**config.mk**
```make
export PLATFORM = sky130hd
export DESIGN_NAME = prog_loader
export DESIGN_NICKNAME = d
export VERILOG_FILES = /design/src/rtl/prog_loader.sv
export SDC_FILE = /design/constraint.sdc
export NUM_CORES = 1
export LEC_CHECK = 0
export ABC_CLOCK_PERIOD_IN_PS = 4100
export BUFFER_PORTS_ARGS = -buffer_cell sky130_fd_sc_hd__clkbuf_2
export CAP_MARGIN = 20
export CELL_PAD_IN_SITES_DETAIL_PLACEMENT = 1
export CELL_PAD_IN_SITES_GLOBAL_PLACEMENT = 2
export CORE_MARGIN = 2
export CORE_UTILIZATION = 37
export DETAILED_ROUTE_END_ITERATION = 16
export GPL_ROUTABILITY_DRIVEN = 0
export PLACE_DENSITY = 0.84
export REMOVE_ABC_BUFFERS = 1
export SYNTH_ARGS = -nofsm -noshare
export SYNTH_HDL_FRONTEND = slang
export SYNTH_SLANG_ARGS = --single-unit
```
**constraint.sdc**
```tcl
create_clock -name clk -period 4.1 [get_ports clk]
set_input_delay 0.205 -clock clk [delete_from_list [all_inputs] [get_ports clk]]
set_output_delay 0.205 -clock clk [all_outputs]
set_load 0.01 [all_outputs]
```
**src/rtl/prog_loader.sv**
```systemverilog
// prog_loader: receives a framed byte stream (LEN, N payload bytes, CSUM) over
// valid/ready, writes the payload into program memory and holds the CPU in reset
// until a frame with a good checksum has landed.
// Ports: clk/reset (sync, active-high); in_valid/in_data/in_ready stream input;
// load_req re-arm/abort; mem_we/mem_addr/mem_wdata memory write port;
// cpu_reset, busy, done, err status outputs (all registered).
module prog_loader #(
   parameter int DEPTH  = 16,
   parameter int ADDR_W = 4,
   parameter int DATA_W = 8
) (
   input  logic              clk,
   input  logic              reset,
   input  logic              in_valid,
   input  logic [DATA_W-1:0] in_data,
   output logic              in_ready,
   input  logic              load_req,
   output logic              mem_we,
   output logic [ADDR_W-1:0] mem_addr,
   output logic [DATA_W-1:0] mem_wdata,
   output logic              cpu_reset,
   output logic              busy,
   output logic              done,
   output logic              err
);

   // One extra bit so a full-depth length (N = DEPTH) is representable.
   localparam int CNT_W = ADDR_W + 1;
   localparam logic [DATA_W-1:0] MAX_LEN = DATA_W'(DEPTH);
   localparam logic [CNT_W-1:0]  ONE     = CNT_W'(1);

   typedef enum logic [2:0] {
      S_LEN,
      S_DATA,
      S_CSUM,
      S_RUN,
      S_ERR
   } state_t;

   state_t            state;
   logic [CNT_W-1:0]  idx;
   logic [CNT_W-1:0]  len;
   logic [DATA_W-1:0] sum;
   logic              xfer;

   assign xfer = in_valid & in_ready;

   always_ff @(posedge clk) begin
      if (reset) begin
         state     <= S_LEN;
         in_ready  <= 1'b1;
         mem_we    <= 1'b0;
         mem_addr  <= '0;
         mem_wdata <= '0;
         cpu_reset <= 1'b1;
         busy      <= 1'b0;
         done      <= 1'b0;
         err       <= 1'b0;
         idx       <= '0;
         len       <= '0;
         sum       <= '0;
      end else begin
         // Write strobe is a single-cycle pulse unless another byte lands.
         mem_we <= 1'b0;
         if (load_req) begin
            // Any byte transferred on this edge is swallowed without a write.
            state     <= S_LEN;
            in_ready  <= 1'b1;
            cpu_reset <= 1'b1;
            busy      <= 1'b0;
            done      <= 1'b0;
            err       <= 1'b0;
            idx       <= '0;
            sum       <= '0;
         end else begin
            case (state)
               S_LEN: begin
                  if (xfer) begin
                     if (in_data != '0 && in_data <= MAX_LEN) begin
                        len   <= in_data[CNT_W-1:0];
                        idx   <= '0;
                        sum   <= '0;
                        busy  <= 1'b1;
                        state <= S_DATA;
                     end else begin
                        in_ready <= 1'b0;
                        err      <= 1'b1;
                        state    <= S_ERR;
                     end
                  end
               end
               S_DATA: begin
                  if (xfer) begin
                     mem_we    <= 1'b1;
                     mem_addr  <= idx[ADDR_W-1:0];
                     mem_wdata <= in_data;
                     sum       <= sum + in_data;
                     idx       <= idx + ONE;
                     if (idx + ONE == len) begin
                        state <= S_CSUM;
                     end
                  end
               end
               S_CSUM: begin
                  if (xfer) begin
                     in_ready <= 1'b0;
                     busy     <= 1'b0;
                     if (in_data == sum) begin
                        cpu_reset <= 1'b0;
                        done      <= 1'b1;
                        state     <= S_RUN;
                     end else begin
                        err   <= 1'b1;
                        state <= S_ERR;
                     end
                  end
               end
               S_RUN: begin
                  // CPU runs; stream is blocked until a re-arm.
               end
               S_ERR: begin
                  // Sticky until load_req or reset.
               end
               default: begin
                  state    <= S_ERR;
                  in_ready <= 1'b0;
                  busy     <= 1'b0;
                  err      <= 1'b1;
               end
            endcase
         end
      end
   end

endmodule

```
==> flow_summary.rst <==
.. list-table::
   :header-rows: 1

   * - Metric
     - Value
   * - Pin count of the biggest net entering global routing
     - 20
   * - Sequential element share of the synthesized area
     - 0.400
   * - Number of max-slew violations in the final report
     - 0
   * - Kind of critical path
     - reg -> reg
   * - Clock tree from TritonCTS
     - done
   * - Cells taking the most area after synthesis
     - dfxtp_1 40%, mux2i_1 9.2%, nor2_1 6.7%
   * - Port Buffers
     - 29
   * - Area of the core
     - 5110 sq um
   * - Setup Viol. Count Final
     - 0
   * - Slowest cell on the critical path
     - or4_1
   * - Clock latency at the later pin of the worst-skew pair
     - 0.30 ns
   * - Most common cell in the synthesized netlist
     - dfxtp_1
   * - Clock-pin slew of the registers on the worst-case setup and hold paths
     - 0.08 ns
   * - Kind of capture point of the worst setup path
     - flip-flop
   * - Remaining max-slew budget at the tightest pin
     - 0.353
   * - Ratio of final minimum period to clock period
     - 0.549
   * - Mapped Area
     - between 1500 and 2000 sq um
   * - Synthesized flop and latch total
     - 39
   * - Ys flop type
     - dfxtp_1
   * - Unique masters post-synth
     - 43
   * - Time the final worst path needs with I/O delays and setup
     - 2.25 ns
   * - Hold-fix buffers, CTS
     - 0
   * - Largest stage delay on the critical path
     - 0.59 ns
   * - Buf/Inv on CP
     - 0
   * - Hold/Removal Path Class
     - in -> reg
   * - Cell Rows
     - 26
   * - Total CTS buffers
     - 5
   * - Share of the synthesized area in the top cell type
     - 0.400
   * - Critical Path, Cell by Cell
     - nor3b_1 > nand3_1 > or4_1 > a31oi_1
   * - Initial antenna violation count
     - 0
   * - Library cell with the largest summed area after synthesis
     - dfxtp_1
   * - Worst Path Max Fanout
     - 8
   * - Synth top cells by count
     - 39 x dfxtp_1, 35 x nor2_1, 18 x mux2i_1
   * - TritonCTS sink count
     - 39
   * - Post-cts resize count
     - 0
   * - Measured slew at the worst slew-check pin
     - 0.967 ns
   * - Final Hold Violating Endpoints
     - 0
   * - Max IR drop VDD
     - 0.000153 V
   * - Iter 0 DRT Violations
     - 60
   * - Net total in the final layout
     - 263
   * - Diodes inserted
     - 0
   * - Number of primary I/O pins
     - 30
   * - H-tree depth reported by CTS
     - 2
   * - Post-route total power
     - 770 uW
   * - DRC violation count after routing
     - 0
   * - Placed wire-length estimate after detailed placement
     - 3620 um
   * - Vias per std cell
     - ~5.4
   * - Ratio of cells with drive above 1 in the final layout
     - 0.189
   * - Number of violations of the max-capacitance limit
     - 0
   * - Number of buffers added for setup after CTS
     - 0
   * - Synth Warn #
     - 0
   * - Via count of the first global-routing pass
     - 1,716
   * - Die width
     - 76.6 um
   * - Root buffer cell
     - clkbuf_8
   * - ANT nets after route
     - 0
   * - Per-cell routed wire length
     - 15.9 um
   * - DRT Wirelength
     - 4980 um
   * - Die area
     - 5870 sq um
   * - Via total after detailed routing
     - 1,688
   * - Number of enable flip-flop cells after synthesis
     - 0
   * - Worst-case clock skew
     - approximately 0.0068 ns
   * - Synthesized instance count
     - between 200 and 250
   * - Unrepaired setup endpoints after global routing
     - no
   * - FFs w/ async S/R, synth
     - 0
   * - Die Y
     - ~77 um
   * - Area growth syn-to-layout
     - 15.5%
   * - Leakage power
     - 0.861 nW
   * - Starting utilization of the core area
     - 0.382
   * - Result of the run
     - completed
   * - Family with the most delay on the worst path
     - simple AND/OR/NAND/NOR gates
   * - Overall routing resource usage
     - 0.183
   * - Global-route wire length before repair
     - around 8500 um
   * - Power density over the cells
     - 342 nW/um^2
   * - Congestion Overflow GR
     - 0
   * - Final sum of negative setup slack
     - 0 ns
   * - First-pass iteration count of the detailed router
     - 4
   * - Mean instance size in the synthesized netlist
     - ~9.0 sq um
   * - Highest clock rate
     - 445 MHz
   * - Filler cell count
     - 622
   * - Final Util
     - 0.441
   * - Startpoint type of the worst setup path
     - flip-flop
   * - Data arrival time of the worst path
     - 2.48 ns
   * - Number of buffers on the longest clock path
     - 2
   * - Data required time at the worst endpoint
     - 4.33 ns
## registers in the layout (all words and copies together), names as in the netlist
name / flops
mem_wdata: 8
sum: 8
idx: 5
len: 5
mem_addr: 4
state: 3
busy: 1
cpu_reset: 1
done: 1
err: 1
in_ready: 1
mem_we: 1
## metrics by stage
stage	std cells	setup slack [ns]	area, sq um	hold WS, ns
after floorplan	205	1.78	1900	0.277
after global placement	305	1.85	2150	0.434
after detailed placement	305	1.84	2150	0.444
after CTS	313	1.82	2250	0.206
after global routing	313	1.70	2250	0.221
final	313	1.85	2250	0.208
## power by group
group | switching (mW) | internal (mW)
sequential | 0.00756 | 0.384
combinational | 0.0516 | 0.0279
clock | 0.145 | 0.153
total | 0.204 | 0.565
## cells in the final DEF (no fill, tap or decap), types with 6 or more instances in the layout
cell type,netlist,final
ha_1,8,8
clkbuf_2,1,29
xnor2_1,7,7
nand2_1,13,13
a22oi_1,6,6
dfxtp_1,39,39
nor2_1,35,35
mux2i_1,18,18
nand3_1,8,8
o21ai_0,8,8
a21oi_1,11,11
clkbuf_8,0,7
## cell families after synthesis
family | synth area share
adder cells (fa/ha/maj) | 0.0616
flip-flops | 0.400
multiplexers | 0.0924
XOR/XNOR | 0.0539
AO/OA/AOI/OAI | 0.173
buffers and inverters | 0.0276
AND/OR/NAND/NOR | 0.191
## layout make-up
type / instances / area [sq um] / share of cell area
clock inverter: 1 / 7.51 / 0.00333
multi-input combinational: 164 / 1120 / 0.498
tap: 70 / 87.6 / 0.0389
timing repair buffer: 30 / 153 / 0.0677
sequential: 39 / 781 / 0.346
clock buffer: 7 / 96.3 / 0.0428
inverter: 2 / 7.51 / 0.00333
## per-layer routing
metal  share of wire  track usage  vias to the layer above
met5               0            0                        -
met4           0.017       0.0618                        0
met1            0.47        0.238                      817
met3           0.035       0.0367                       10
met2            0.48        0.304                       32
li1                -            -                      829
## worst register-to-register path, delay by kind of cell (launching register included)
family / cells / cell delay [ns]
DFF: 1 / 0.52
AOI/OAI and AO/OA: 1 / 0.14
and+or+nand+nor: 3 / 1.52
## path summary, 6_finish.rpt
check / startpoint / end / slack, ns / depth (start not counted)
setup / recovery: state[0]$_SDFFE_PP0P_ / sum[7]$_SDFFE_PP0P_ / 1.85 / 4
hold / removal: in_valid / cpu_reset$_SDFFE_PP1P_ / 0.21 / 3
hold reg to reg: cpu_reset$_SDFFE_PP1P_ / cpu_reset$_SDFFE_PP1P_ / 0.46 / 1
setup reg to reg: state[0]$_SDFFE_PP0P_ / sum[7]$_SDFFE_PP0P_ / 1.85 / 4
No activity file was read; power rests on OpenSTA's default activity.
